<file path="src/rtl/mem_io_ctrl_if.sv">
// mem_io_ctrl_if: request, data-memory and IO bus bundle; slave = controller, master = requester/environment
interface mem_io_ctrl_if #(
  parameter int ADDR_W = 14,
  parameter int IO_CH = 4
);
  logic req_i;
  logic we_i;
  logic [1:0] size_i;
  logic [ADDR_W-1:0] addr_i;
  logic [31:0] wdata_i;
  logic confirm_i;
  logic [16*IO_CH-1:0] io_rdata_i;
  logic [ADDR_W-1:0] m_addr_o;
  logic m_we_o;
  logic [3:0] m_be_o;
  logic [31:0] m_wdata_o;
  logic [31:0] m_rdata_i;
  logic io_we_o;
  logic [31:0] io_wdata_o;
  logic [ADDR_W-1:0] io_addr_o;
  logic busy_o;
  logic done_o;
  logic err_o;
  logic [31:0] rdata_o;
  modport master (
    output req_i, we_i, size_i, addr_i, wdata_i, confirm_i, io_rdata_i, m_rdata_i,
    input m_addr_o, m_we_o, m_be_o, m_wdata_o, io_we_o, io_wdata_o, io_addr_o, busy_o, done_o, err_o, rdata_o
  );
  modport slave (
    input req_i, we_i, size_i, addr_i, wdata_i, confirm_i, io_rdata_i, m_rdata_i,
    output m_addr_o, m_we_o, m_be_o, m_wdata_o, io_we_o, io_wdata_o, io_addr_o, busy_o, done_o, err_o, rdata_o
  );
endinterface

</file>
<file path="src/rtl/mem_io_ctrl.sv">
// mem_io_ctrl: load/store controller splitting requests between data memory and IO channels, with confirm-button flag
module mem_io_ctrl #(
  parameter int ADDR_W = 14,
  parameter int IO_CH = 4,
  parameter logic [ADDR_W-1:0] IO_BASE = 14'h3C00,
  parameter logic [ADDR_W-1:0] CONFIRM_ADDR = 14'h3C80,
  parameter int MEM_LAT = 1
) (
  input logic clk,
  input logic rst_n,
  mem_io_ctrl_if.slave bus
);
  typedef enum logic [1:0] {IDLE, MEM_WAIT, IO_ACC, DONE} state_t;
  state_t state, state_n;
  logic [ADDR_W-1:0] addr_q, idx;
  logic [1:0] size_q, cnt;
  logic [31:0] wdata_q, rdata, lane, mem_val, io_val;
  logic [15:0] ch;
  logic we_q, io_q, err_q, conf_d, conf_flag, misalign, accept, cap_mem, cap_io, clr;
  assign misalign = (bus.size_i == 2'b01 && bus.addr_i[1:0] != 2'b00) || (bus.size_i == 2'b11 && bus.addr_i[0]);
  assign accept = state == IDLE && bus.req_i;
  assign cap_mem = state == MEM_WAIT && cnt == 2'(MEM_LAT - 1);
  assign cap_io = state == IO_ACC && !we_q;
  assign clr = cap_io && addr_q == CONFIRM_ADDR;
  assign lane = bus.m_rdata_i >> {addr_q[1:0], 3'b000};
  assign mem_val = size_q == 2'b01 ? lane
                 : size_q == 2'b10 ? {24'b0, lane[7:0]}
                 : size_q == 2'b11 ? {{16{lane[15]}}, lane[15:0]}
                 : {{24{lane[7]}}, lane[7:0]};
  assign idx = (addr_q - IO_BASE) >> 4;
  assign ch = 16'(bus.io_rdata_i >> {idx[2:0], 4'b0000});
  assign io_val = addr_q == CONFIRM_ADDR ? {31'b0, conf_flag}
                : idx < ADDR_W'(IO_CH) ? {{16{ch[15]}}, ch}
                : 32'b0;
  always_comb begin
    state_n = state;
    state_n = state == IDLE ? (!bus.req_i ? IDLE : misalign ? DONE : (bus.we_i || bus.addr_i >= IO_BASE) ? IO_ACC : MEM_WAIT)
            : state == MEM_WAIT ? (cap_mem ? DONE : MEM_WAIT)
            : state == IO_ACC ? DONE
            : IDLE;
  end
  always_ff @(posedge clk) begin
    if (rst_n) begin
      state <= IDLE;
      addr_q <= '0;
      size_q <= 2'b00;
      wdata_q <= 32'b0;
      we_q <= 1'b0;
      io_q <= 1'b0;
      err_q <= 1'b0;
      cnt <= 2'd0;
      rdata <= 32'b0;
      conf_d <= 1'b0;
      conf_flag <= 1'b0;
    end else begin
      state <= state_n;
      cnt <= state == MEM_WAIT ? cnt + 2'd1 : 2'd0;
      conf_d <= bus.confirm_i;
      conf_flag <= (bus.confirm_i & ~conf_d) | (conf_flag & ~clr);
      rdata <= cap_mem ? mem_val : cap_io ? io_val : rdata;
      if (accept) begin
        addr_q <= bus.addr_i;
        size_q <= bus.size_i;
        wdata_q <= bus.wdata_i;
        we_q <= bus.we_i;
        io_q <= bus.addr_i >= IO_BASE;
        err_q <= misalign;
      end
    end
  end
  assign bus.busy_o = state != IDLE;
  assign bus.done_o = state == DONE;
  assign bus.err_o = state == DONE && err_q;
  assign bus.rdata_o = rdata;
  assign bus.m_addr_o = {addr_q[ADDR_W-1:2], 2'b00};
  assign bus.m_we_o = state == IO_ACC && we_q && !io_q;
  assign bus.m_be_o = !bus.m_we_o ? 4'b0000
                    : size_q == 2'b01 ? 4'b1111
                    : size_q == 2'b11 ? 4'b0011 << addr_q[1:0]
                    : 4'b0001 << addr_q[1:0];
  assign bus.m_wdata_o = !bus.m_we_o ? 32'b0
                       : size_q == 2'b01 ? wdata_q
                       : size_q == 2'b11 ? {2{wdata_q[15:0]}}
                       : {4{wdata_q[7:0]}};
  assign bus.io_we_o = state == IO_ACC && we_q && io_q;
  assign bus.io_wdata_o = bus.io_we_o ? wdata_q : 32'b0;
  assign bus.io_addr_o = addr_q;
endmodule

</file>
<file path="src/flat_wrapper.sv">
// flat-port wrapper written by rule: the top's interface ports become plain ports
module mem_io_ctrl_flat 
#(
  parameter int ADDR_W = 14,
  parameter int IO_CH = 4,
  parameter logic [ADDR_W-1:0] IO_BASE = 14'h3C00,
  parameter logic [ADDR_W-1:0] CONFIRM_ADDR = 14'h3C80,
  parameter int MEM_LAT = 1
)
  (clk, rst_n, bus_req_i, bus_we_i, bus_size_i, bus_addr_i, bus_wdata_i, bus_confirm_i, bus_io_rdata_i, bus_m_rdata_i, bus_m_addr_o, bus_m_we_o, bus_m_be_o, bus_m_wdata_o, bus_io_we_o, bus_io_wdata_o, bus_io_addr_o, bus_busy_o, bus_done_o, bus_err_o, bus_rdata_o);
  mem_io_ctrl_if #(.ADDR_W(ADDR_W), .IO_CH(IO_CH)) bus_i ();
  input logic clk;
  input logic rst_n;
  input wire logic [$bits(bus_i.req_i)-1:0] bus_req_i;
  input wire logic [$bits(bus_i.we_i)-1:0] bus_we_i;
  input wire logic [$bits(bus_i.size_i)-1:0] bus_size_i;
  input wire logic [$bits(bus_i.addr_i)-1:0] bus_addr_i;
  input wire logic [$bits(bus_i.wdata_i)-1:0] bus_wdata_i;
  input wire logic [$bits(bus_i.confirm_i)-1:0] bus_confirm_i;
  input wire logic [$bits(bus_i.io_rdata_i)-1:0] bus_io_rdata_i;
  input wire logic [$bits(bus_i.m_rdata_i)-1:0] bus_m_rdata_i;
  output wire logic [$bits(bus_i.m_addr_o)-1:0] bus_m_addr_o;
  output wire logic [$bits(bus_i.m_we_o)-1:0] bus_m_we_o;
  output wire logic [$bits(bus_i.m_be_o)-1:0] bus_m_be_o;
  output wire logic [$bits(bus_i.m_wdata_o)-1:0] bus_m_wdata_o;
  output wire logic [$bits(bus_i.io_we_o)-1:0] bus_io_we_o;
  output wire logic [$bits(bus_i.io_wdata_o)-1:0] bus_io_wdata_o;
  output wire logic [$bits(bus_i.io_addr_o)-1:0] bus_io_addr_o;
  output wire logic [$bits(bus_i.busy_o)-1:0] bus_busy_o;
  output wire logic [$bits(bus_i.done_o)-1:0] bus_done_o;
  output wire logic [$bits(bus_i.err_o)-1:0] bus_err_o;
  output wire logic [$bits(bus_i.rdata_o)-1:0] bus_rdata_o;
  assign bus_i.req_i = bus_req_i;
  assign bus_i.we_i = bus_we_i;
  assign bus_i.size_i = bus_size_i;
  assign bus_i.addr_i = bus_addr_i;
  assign bus_i.wdata_i = bus_wdata_i;
  assign bus_i.confirm_i = bus_confirm_i;
  assign bus_i.io_rdata_i = bus_io_rdata_i;
  assign bus_i.m_rdata_i = bus_m_rdata_i;
  assign bus_m_addr_o = bus_i.m_addr_o;
  assign bus_m_we_o = bus_i.m_we_o;
  assign bus_m_be_o = bus_i.m_be_o;
  assign bus_m_wdata_o = bus_i.m_wdata_o;
  assign bus_io_we_o = bus_i.io_we_o;
  assign bus_io_wdata_o = bus_i.io_wdata_o;
  assign bus_io_addr_o = bus_i.io_addr_o;
  assign bus_busy_o = bus_i.busy_o;
  assign bus_done_o = bus_i.done_o;
  assign bus_err_o = bus_i.err_o;
  assign bus_rdata_o = bus_i.rdata_o;
  mem_io_ctrl #(.ADDR_W(ADDR_W), .IO_CH(IO_CH), .IO_BASE(IO_BASE), .CONFIRM_ADDR(CONFIRM_ADDR), .MEM_LAT(MEM_LAT)) u_core (.clk(clk), .rst_n(rst_n), .bus(bus_i));
endmodule
</file>
<file path="config.mk">
export PLATFORM = sky130hd
export DESIGN_NAME = mem_io_ctrl_flat
export DESIGN_NICKNAME = d
export VERILOG_FILES = /design/src/rtl/mem_io_ctrl_if.sv /design/src/rtl/mem_io_ctrl.sv /design/src/flat_wrapper.sv
export SDC_FILE = /design/constraint.sdc
export NUM_CORES = 1
export LEC_CHECK = 0
export ABC_AREA = 1
export CORE_MARGIN = 2
export CORE_UTILIZATION = 37
export DETAILED_ROUTE_END_ITERATION = 7
export PLACE_DENSITY = 0.87
export SYNTH_ARGS = -nofsm -noshare
export SYNTH_HDL_FRONTEND = slang
export SYNTH_SLANG_ARGS = --single-unit
</file>
<file path="constraint.sdc">
create_clock -name clk -period 1.6 [get_ports clk]
set_input_delay 0.32 -clock clk [delete_from_list [all_inputs] [get_ports clk]]
set_output_delay 0.32 -clock clk [all_outputs]
set_load 0.02 [all_outputs]
</file>
# After elaboration in Yosys (flattened, before gate mapping)

Cells that the tools add are included.

Flip-flop bits (word level): 89

Add/sub/neg operators: 2
$lt $le $gt $ge: 2
Equal/unequal tests: 9
Shift-type cells: 4
Muxes and demuxes: 21
Bitwise gates (word level): 6
Reductions and logical operators: 20

Operator list:

| kind                   | count |
|---|---|
| $mux 32                | 11 |
| $shr 64x7->16          | 1 |
| $shr 32x5->32          | 1 |
| $eq 14x14->1 const B   | 1 |
| $ge 14x14->1 const B   | 1 |
| $mux 2                 | 7 |
| $sub 14x14->14 const B | 1 |
| $mux 4                 | 3 |
| $eq 2x2->1 const B     | 5 |
| $logic_and 1x1->1      | 10 |
| $lt 10x3->1 const B    | 1 |
| $eq 2x1->1 const B     | 3 |
| $reduce_bool 2->1      | 3 |
| $logic_not 2->1        | 2 |
| $shl 1x2->4 const A    | 1 |
| $shl 2x2->4 const A    | 1 |
| $not 1->1              | 3 |
| $add 2x1->2 const B    | 1 |
| $and 1x1->1            | 2 |
| $logic_not 1->1        | 2 |
| $logic_or 1x1->1       | 2 |
| $reduce_or 2->1        | 1 |
| $or 1x1->1             | 1 |

# Depth between registers and ports, before layout

Gate-level depths: netlist of run 1.

Depth after elaboration: 6
Gate-level depth with buffers: 11
Mapped depth without buffers: 9

# Worst setup path before layout of run 1

No wires, ideal clock.

Path type: register -> output
Start: register u_core.state[0]
End: output bus_io_wdata_o[10]
Data arrival time: 1.829 ns
Required time: 1.280 ns
Setup slack: -0.549 ns
Cell stages (with the launch flop): 8
Buffers on the path: 1
Path through: dfxtp_1 -> inv_1 -> ha_1 -> inv_1 -> nor3_1 -> inv_1 -> clkbuf_1 -> nor2_1

Cells in the longest elaborated chain, start to end: 4

RTL lines:

| item                           | line               | source |
|---|---|---|
| start: declaration             | mem_io_ctrl.sv:14  | `state_t state, state_n;` |
| start signal: assignment       | mem_io_ctrl.sv:56  | `state <= state_n;` |
| $eq 2x2->1                     | mem_io_ctrl.sv:85  | `assign bus.io_we_o = state == IO_ACC && we_q && io_q;` |
| $logic_and 1x1->1 (2 in a row) | mem_io_ctrl.sv:85  |  |
| net bus_io_we_o                | flat_wrapper.sv:26 | `output wire logic [$bits(bus_i.io_we_o)-1:0] bus_io_we_o;` |
| $mux 32                        | mem_io_ctrl.sv:86  | `assign bus.io_wdata_o = bus.io_we_o ? wdata_q : 32'b0;` |
| end: declaration               | flat_wrapper.sv:27 | `output wire logic [$bits(bus_i.io_wdata_o)-1:0] bus_io_wdata_o;` |

The timed path passes the listed nets, and every way through them passes these cells.

# Worst setup path in the final report of run 1

Start: register u_core.state[0]
End: output bus_io_wdata_o[31]

Cells in the longest elaborated chain, start to end: 4

RTL lines:

| item                           | line |
|---|---|
| $eq 2x2->1                     | mem_io_ctrl.sv:85 |
| $logic_and 1x1->1 (2 in a row) | mem_io_ctrl.sv:85 |
| $mux 32                        | mem_io_ctrl.sv:86 |

Every way passes these cells.

==> metrics.md, run 1 <==
| Metric | Value |
|---|---|
| Antenna violations before repair | 0 |
| 1st-pass router iterations | 7 |
| Number of max-slew violations in the final report | 0 |
| Vias | 8080 |
| CP endpoint kind | primary output |
| IO Count | around 280 |
| Clock buffer depth | 2 |
| Unrepaired setup endpoints after global routing | yes |
| Power per cell area | ~750 nW/um^2 |
| Inserted Clock Buffers | 9 |
| Slew margin rel. | between 50% and 60% |
| Startpoint types | flop |
| Sequential share of the synthesized area | roughly a third |
| # DRC | 0 |
| Yosys cell types | 32 |
| # port buffers | 279 |
| Post-Route Setup TNS | -41.55 ns |
| Worst r2r path cells | 15 |
| Simple-Gate Fraction of Synth Area | 31.3% |
| Die area | approximately 16000 sq um |
| CTS sink count | 89 |
| CTS tree | built |
| Share of layout cells above drive strength 1 | roughly 37% |
| Multiplexer area fraction after synthesis | 0% |
| Final hold slack | between 0.4 and 0.5 ns |
| Syn_area_per_cell | 6.15 sq um |
| Antenna Cells | 0 |
| Commonest non-fill, non-tap cell in the layout | nand2_1 |
| Hold depth | 1 |
| Synth Area in Adders | approximately 1.1% |
| Pre-CTS setup slack | -0.779 ns |
| Worst vdd ir | between 700 and 800 uV |
| Period utilisation layout | 135% |
| Max Fclk | ~460 MHz |
| Clock H-tree levels | 3 |
| HPWL after DPL | ~17000 um |
| Failing checks | negative setup slack |
| Core Area | between 10000 and 15000 sq um |
| DRT iter0 DRCs | 715 |
| Critical path required time | roughly 1.3 ns |
| Mapped Cells | ~890 |
| GP Congestion | between 0.9 and 1 |
| Chip height | approximately 130 um |
| Slew @ Worst Pin | 0.600 ns |
| CP Class | flop to primary output |
| Synth Warn # | 0 |
| Worst-skew pair later-pin latency | roughly 0.35 ns |
| Gr ovfl total | 0 |
| Setup violators final | ~140 |
| Nets | around 1400 |
| Starting Density | a little under two fifths |
| Max-cap viol count | 0 |
| CP max FO | 6 |
| Drt wl/cell | 20.2 um |
| Largest family of logic cells by synthesized area | simple AND/OR/NAND/NOR gates |
| Vias in the first global route | approximately 7000 |
| Hold Path Class | flop to flop |
| WL final | between 20000 and 30000 um |
| Die extent in x | around 130 um |
| Register bit total from synthesis | 89 |
| Post-Syn Area | around 5500 sq um |
| First-pass GRT wire length | around 37000 um |
| CTS Hold Bufs | 0 |
| DRT antenna net count | 0 |
| Vias per cell | approximately 5.5 |
| Site Rows | between 40 and 50 |
| Data arrival, critical path | about 1.8 ns |
| Leakage | 0.00508 uW |
| Final Skew | 0.0112 ns |
| Final hold viol count | 0 |
| Total GRT Usage | about 29% |
| Fin crit period | about 2.2 ns |
| Commonest non-fill, non-tap cells in the layout | nand2_1 (184), clkdlybuf4s50_1 (148), buf_4 (110) |
| Clock slew at reported path FFs | about 0.060 ns |
| P&R area growth vs syn | 108% |
| XOR/XNOR Fraction of Synth Area | 0% |
| Compound-Gate Fraction of Synth Area | between 20% and 30% |
| Status | finished with violations |
| Power Total | 8570 uW |
| Worst Setup Slack, final | -0.554 ns |
| Clock Tree Root | clkbuf_16 |
| Largest net degree at the start of global routing | between 50 and 60 |
metrics by stage:
stage | std cells | instance area [sq um] | util [%]
after floorplan | 893 | 5940 | -
after global placement | 1383 | 9360 | 64.4
after detailed placement | 1383 | 9360 | 64.4
after CTS | 1427 | 10200 | 70.2
after global routing | 1460 | 11400 | 78.6
final | 1460 | 11400 | 78.6
report_power, final:
| part | internal [uW] | switching (uW) |
|---|---|---|
| registers | 2440 | 194 |
| clock network | 1310 | 961 |
| logic | 1650 | 2010 |
| total | 5400 | 3170 |
worst max-delay path, stage by stage (launching register included):
cell and delay [ns]:
dfxtp_2 0.33, inv_2 0.07, ha_4 0.16, buf_6 0.11
inv_4 0.03, nor3_4 0.19, inv_4 0.14, buf_4 0.18
nor2_1 0.12, buf_4 0.17
per-layer routing:
metal	track usage, %	part of all wire [%]	up-vias
met5	0	0	-
met4	11.9	5.7	0
met3	7.14	8.8	164
met2	51.2	49	518
met1	34.3	37	3754
li1	-	-	3644
what timing repair did:
| item | CTS | global route |
|---|---|---|
| gates resized for setup | 579 | 255 |
| setup buffers | 24 | 25 |
| hold endpoints to repair | 0 | 0 |
| setup endpoints to repair | 164 | 159 |
| pin swaps | 15 | 30 |
| cloned | 6 | 14 |
logic make-up after synthesis:
family | count (synthesis)
and+or+nand+nor | 411
AOI/OAI and AO/OA | 231
buffers and inverters | 155
DFF | 89
adders and majority gates | 5
other | 1
worst paths after layout:
| check | endpoint | slack [ns] | startpoint |
|---|---|---|---|
| max | bus_io_wdata_o[31] | -0.55 | u_core.state[0] |
| min | u_core.cnt[0] | 0.46 | u_core.cnt[0] |
| min reg2reg | u_core.cnt[0] | 0.46 | u_core.cnt[0] |
| max reg2reg | u_core.bus.rdata_o[22] | -0.40 | u_core.state[1] |
state kept, by name, summed over array words and instances (netlist names), 2 cells and up:
signal and flops:
u_core.wdata_q 32, u_core.bus.io_addr_o 14, u_core.size_q 2, u_core.bus.rdata_o 32
u_core.cnt 2, u_core.state 2
cells in the mapped netlist, drive strengths merged:
library cell	count	area (sq um)
buf	43	302
ha	5	62.6
a221oi	7	61.3
a31oi	1	6.26
conb	1	3.75
nor3	7	35.0
clkbuf	33	125
dfxtp	89	1780
o21ai	108	541
clkinv	2	7.51
a21oi	113	573
nand2	196	748
a211oi	1	7.51
inv	77	289
or2	2	15.0
nand3	62	340
nor2	144	581
o221ai	1	8.76
cell type report:
| type | count | area, sq um |
|---|---|---|
| timing repair buffer | 439 | 4560 |
| multi-input combinational | 652 | 4170 |
| fill | 891 | 3120 |
| sequential | 89 | 1790 |
| inverter | 79 | 337 |
| clock buffer | 11 | 253 |
| tap | 184 | 230 |
| clock inverter | 5 | 61.3 |
| timing repair inverter | 1 | 11.3 |
No activity file was read; power rests on OpenSTA's default activity.
==> run 2, diff against run 1 <==
--- a/config.mk
+++ b/config.mk
@@ -6,6 +6,7 @@
 export NUM_CORES = 1
 export LEC_CHECK = 0
 export ABC_AREA = 1
+export CORE_ASPECT_RATIO = 1.75
 export CORE_MARGIN = 2
 export CORE_UTILIZATION = 37
 export DETAILED_ROUTE_END_ITERATION = 7
==> run 2 against run 1 <==
  * Setup slack got worse by 0.0032 ns
  * Sequential share of layout area rose by 1.3 points
  * The flow still finishes with violations (negative setup slack)
  * Combinational power fell by 10%
  * Hold slack got worse by 0.039 ns
==> metrics.md, run 2 (synthesized netlist as in run 1, its figures left out) <==
| Metric | Value |
|---|---|
| Hold depth | 1 |
| CP max FO | 13 |
| Final Instance Area | roughly 11000 sq um |
| Status | finished with violations |
| Hold path endpoint | u_core.cnt[0] |
| Final hold viol count | 0 |
| Startpoint types | flop |
| Critical path required time | 1.28 ns |
| Chip height | ~170 um |
| Pre-CTS setup slack | -0.685 ns |
| 1st-pass router iterations | 6 |
| CP Class | flop to primary output |
| Power per cell area | roughly 760 nW/um^2 |
| CTS sink count | between 80 and 90 |
| Commonest non-fill, non-tap cell in the layout | nand2_1 |
| Drt wl/cell | 20.6 um |
| Antenna violations before repair | 3 |
| Worst-skew pair later-pin latency | ~0.35 ns |
| Clock group share of total power | between 20% and 30% |
| Leakage | between 0.004 and 0.005 uW |
| Max Fclk | 464 MHz |
| Clock slew at reported path FFs | around 0.07 ns |
| Gr ovfl total | 0 |
| GP Congestion | 0.949 |
| Vias | around 7900 |
| Clock buffer depth | 2 |
| Inserted Clock Buffers | 9 |
| Fillcell total | 997 |
| FF-to-FF Start | u_core.state[1] |
| Site Rows | 58 |
| DRT antenna net count | 0 |
| Unrepaired setup endpoints after global routing | yes |
| Non-Filler Instances | 1434 |
| First-pass GRT wire length | ~40000 um |
| Failing checks | negative setup slack |
| Total GRT Usage | 33.9% |
| Logic pwr share | 41.1% |
| CP endpoint kind | primary output |
| HPWL after DPL | approximately 19000 um |
| P&R area growth vs syn | 91.8% |
| Share of layout cells above drive strength 1 | between 30 and 40% |
| Period utilisation layout | 135% |
| Final Skew | approximately 0.016 ns |
| Clock Tree Root | clkbuf_16 |
| Area of the multi-input gates | approximately 3700 sq um |
| Power Total | between 8000 and 9000 uW |
| Setup violators final | about 110 |
| Switching Share | between 30% and 40% |
| Die extent in x | roughly 96 um |
| DRT iter0 DRCs | between 500 and 600 |
| Commonest non-fill, non-tap cells in the layout | nand2_1 (180), clkdlybuf4s50_1 (148), buf_4 (111) |
| P_sw | just over 3000 uW |
| IO Count | about 280 |
| CTS Hold Bufs | 0 |
| WL final | 29500 um |
| Nets | about 1400 |
| Die area | between 15000 and 20000 sq um |
| Hold Path Class | flop to flop |
| Worst r2r path cells | 12 |
| Hold_sp | u_core.cnt[0] |
| Sequential Power Share | 32.5% |
| Largest net degree at the start of global routing | 52 |
| Data arrival, critical path | between 1.5 and 2 ns |
| CP Launch Point | u_core.state[0] |
| Fin crit period | approximately 2.2 ns |
| Worst Setup Slack, final | -0.557 ns |
| Reg2reg setup slack | -0.22 ns |
| Post-DP Area | between 9000 and 10000 sq um |
| Inst Count DP | between 1000 and 1500 |
| Worst vdd ir | 549 uV |
| Core Area | around 14000 sq um |
| Max-cap viol count | 0 |
| Number of max-slew violations in the final report | 0 |
| Vias in the first global route | ~7600 |
| # port buffers | roughly 280 |
| CTS tree | built |
| Clock H-tree levels | 3 |
| Vias per cell | between 5 and 6 |
| Starting Density | about two fifths |
| P_int | between 5000 and 6000 uW |
| # DRC | 0 |
| Seq. cell area | around 1800 sq um |
| Worst R2R End | u_core.bus.rdata_o[0] |
[run 2: final cells by class]
| type | instances | area share [%] |
|---|---|---|
| inverter | 79 | 3.04 |
| timing repair buffer | 415 | 39.4 |
| antenna | 4 | 0.0951 |
| sequential | 89 | 17.0 |
| multi-input combinational | 651 | 35.6 |
| clock buffer | 10 | 2.27 |
| tap | 180 | 2.14 |
| clock inverter | 6 | 0.475 |
[run 2: power by group through the flow]
stage / Sequential [uW] / Clock (uW) / Combinational, uW
finish: 2610 / 2120 / 3300
global route: 2620 / 2210 / 3490
CTS: 2580 / 2140 / 2960
detailed placement: 2620 / 0 / 2830
global placement: 2610 / 0 / 2780
floorplan: 2710 / 0 / 1380
[run 2: worst max-delay path by stage]
stage                              endpoint  cells past startpoint
final                     bus_m_wdata_o[25]                      8
after global routing      bus_m_wdata_o[26]                      8
after CTS                 bus_io_wdata_o[0]                      9
after detailed placement  bus_m_wdata_o[25]                      8
after global placement    bus_m_wdata_o[27]                      8
after floorplan           bus_m_wdata_o[24]                      5
[run 2: per-stage QoR]
| step | utilization, % | hold WS [ns] | TNS, ns |
|---|---|---|---|
| after global placement | 65.0 | 0.397 | -34.64 |
| after floorplan | - | 0.392 | -2.16 |
| final | 72.9 | 0.417 | -34.96 |
| after detailed placement | 65.0 | 0.409 | -39.97 |
| after global routing | 72.9 | 0.450 | -40.98 |
| after CTS | 70.4 | 0.418 | -30.14 |
[run 2: worst max-delay path: stages (launching register included)]
cell and delay (ns):
dfxtp_2 0.34, inv_2 0.08, ha_4 0.14, nand3_2 0.11, clkinv_2 0.08, buf_12 0.14, o21ai_2 0.08, a221oi_2 0.30
buf_4 0.21
[run 2: timing repair]
item / CTS / global route
resized for setup: 570 / 94
setup buffers: 16 / 9
cloned: 8 / 2
pin swaps: 21 / 28
endpoints found under the setup margin: 163 / 151
[run 2: per-layer routing]
metal  part of all wire [%]  routed length, um  vias to the layer above  global-route usage (%)
met1                     31               9300                     3562                    33.2
met3                    9.1               2680                      204                    7.76
met5                      0                  0                        -                       0
met2                     49              14600                      591                    60.0
met4                     10               2950                        0                    25.2
li1                       -                  -                     3592                       -
==> run 3, diff against run 2 <==
--- a/config.mk
+++ b/config.mk
@@ -9,8 +9,10 @@
 export CORE_ASPECT_RATIO = 1.75
 export CORE_MARGIN = 2
 export CORE_UTILIZATION = 37
+export CTS_CLUSTER_DIAMETER = 100
 export DETAILED_ROUTE_END_ITERATION = 7
 export PLACE_DENSITY = 0.87
 export SYNTH_ARGS = -nofsm -noshare
 export SYNTH_HDL_FRONTEND = slang
 export SYNTH_SLANG_ARGS = --single-unit
+export TNS_END_PERCENT = 10
==> run 3 against run 2 <==
  * The run still ends with negative setup slack left
  * Clock-buffer cell count is 1 lower
  * Hold slack worse by 0.0012 ns
  * Clock skew is 0.0073 ns lower
  * Via count is 7.4% lower
  * Combinational power is 12% lower
  * Cell count is 2.9% lower
  * Sequential power hardly changed
  * Sequential cell count stayed put
  * Critical path type unchanged
  * Critical endpoint is now bus_io_wdata_o[31]
==> metrics.md, run 3 (synthesized netlist as in run 1, its figures left out) <==
| Metric | Value |
|---|---|
| Site Rows | slightly below 60 |
| Clock Tree Root | clkbuf_16 |
| Starting Density | 38.0% |
| Nets | 1361 |
| DRT iter0 DRCs | roughly 400 |
| Failing checks | negative setup slack |
| Final design utilization | about two thirds |
| Pre-CTS setup slack | -0.713 ns |
| Data arrival, critical path | 1.79 ns |
| Critical path required time | 1.28 ns |
| Vias per cell | between 5 and 6 |
| 1st-pass router iterations | 5 |
| # port buffers | about 280 |
| Setup violators final | 101 |
| WL final | around 25000 um |
| CTS tree | built |
| Die area | 15900 sq um |
| IO Count | between 200 and 300 |
| Number of max-slew violations in the final report | 0 |
| Max-cap viol count | 0 |
| DRT antenna net count | 0 |
| Leakage | between 0.004 and 0.005 uW |
| Vias in the first global route | approximately 7200 |
| Gr ovfl total | 0 |
| Die extent in x | between 90 and 100 um |
| Share of layout cells above drive strength 1 | 25.0% |
| Fin crit period | around 2.1 ns |
| # DRC | 0 |
| Final hold viol count | 0 |
| Power per cell area | just under 800 nW/um^2 |
| Inst Count DP | 1369 |
| CP max FO | 8 |
| Vias | around 7400 |
| P&R area growth vs syn | 79.8% |
| Commonest non-fill, non-tap cell in the layout | nand2_1 |
| Total GRT Usage | a little over 30% |
| Clock H-tree levels | 3 |
| Power Total | 7780 uW |
| Fillcell total | about 1100 |
| Drt wl/cell | roughly 18 um |
| Hold Path Class | flop to flop |
| Core Area | 14400 sq um |
| CP endpoint kind | primary output |
| First-pass GRT wire length | roughly 37000 um |
| Final hold slack | between 0.4 and 0.5 ns |
| Largest net degree at the start of global routing | 32 |
| Commonest non-fill, non-tap cells in the layout | nand2_1 (192), clkdlybuf4s50_1 (148), nor2_1 (107) |
| Final Skew | between 0.008 and 0.009 ns |
| Clock slew at reported path FFs | 0.07 ns |
| Period utilisation layout | 132% |
| Worst Setup Slack, final | -0.510 ns |
| Inserted Clock Buffers | 9 |
| Non-Filler Instances | 1393 |
| CTS sink count | slightly below 90 |
| Max Fclk | roughly 470 MHz |
| Unrepaired setup endpoints after global routing | yes |
| Status | finished with violations |
| GP Congestion | 1.01 |
| Antenna violations before repair | 1 |
| Worst-skew pair later-pin latency | 0.34 ns |
| HPWL after DPL | 19200 um |
| Chip height | between 150 and 200 um |
| Worst vdd ir | ~600 uV |
| Startpoint types | flop |
| CP Class | flop to primary output |
| Clock buffer depth | 2 |
[run 3: changes by cell type in the layout (fill, tap and decap cells not counted), sizes merged]
cell / before / now
buf: 207 / 168
clkdlybuf4s15: 2 / 5
diode: 4 / 1
dlymetal6s2s: 2 / 0
inv: 80 / 82
nor2: 146 / 144
bufinv: 0 / 1
clkbuf: 12 / 11
clkinvlp: 1 / 0
dlygate4sd2: 54 / 55
[run 3: metrics by stage]
step / setup TNS [ns] / cell area [sq um]
after CTS: -24.85 / 9650
final: -28.59 / 9870
after floorplan: -3.89 / 5820
after global routing: -36.00 / 9870
after global placement: -35.27 / 9240
after detailed placement: -37.04 / 9240
[run 3: final cells by class]
| cell class | count | area [sq um] | share of cell area (%) |
|---|---|---|---|
| tap | 180 | 225 | 2.28 |
| timing repair buffer | 378 | 3710 | 37.6 |
| sequential | 89 | 1800 | 18.2 |
| timing repair inverter | 1 | 5.00 | 0.0507 |
| inverter | 79 | 312 | 3.16 |
| clock buffer | 9 | 225 | 2.28 |
| clock inverter | 7 | 95.1 | 0.963 |
| antenna | 1 | 2.50 | 0.0254 |
| multi-input combinational | 649 | 3490 | 35.4 |
[run 3: worst max-delay path, stage by stage (launching register included)]
cell     delay, ns
dfxtp_2       0.33
inv_2         0.07
ha_4          0.15
buf_6         0.10
inv_2         0.04
nor3_4        0.20
inv_4         0.15
buf_12        0.18
nor2_2        0.09
buf_4         0.14
[run 3: per-layer routing]
metal,vias up,global-route usage (%),part of all wire (%)
met2,386,55.7,52
met3,114,7.08,7.3
met1,3356,29.6,32
met5,-,0,0
met4,0,22.3,8.2
li1,3507,-,-
[run 3: power breakdown]
group | internal, uW | leakage, uW | total, uW | switching [uW]
registers | 2440 | 0.000736 | 2590 | 155
clock network | 1260 | 0.000157 | 2270 | 1010
logic | 1290 | 0.00361 | 2920 | 1620
total | 4990 | 0.00450 | 7780 | 2790
[run 3: what timing repair did]
| item | CTS | global route |
|---|---|---|
| gates cloned | 3 | 1 |
| resized for setup | 496 | 80 |
| pin swaps | 1 | 4 |
| setup buffers | 2 | 1 |
| setup endpoints to repair | 162 | 145 |
| hold buffers | 0 | 0 |
[run 3: path summary, 6_finish.rpt]
kind                              to  cells after the start            start  slack [ns]
setup / recovery  bus_io_wdata_o[31]                      9  u_core.state[0]       -0.51
hold / removal         u_core.cnt[0]                      1    u_core.cnt[0]        0.42
setup reg to reg  u_core.wdata_q[11]                     11  u_core.state[0]       -0.11
hold reg to reg        u_core.cnt[0]                      1    u_core.cnt[0]        0.42
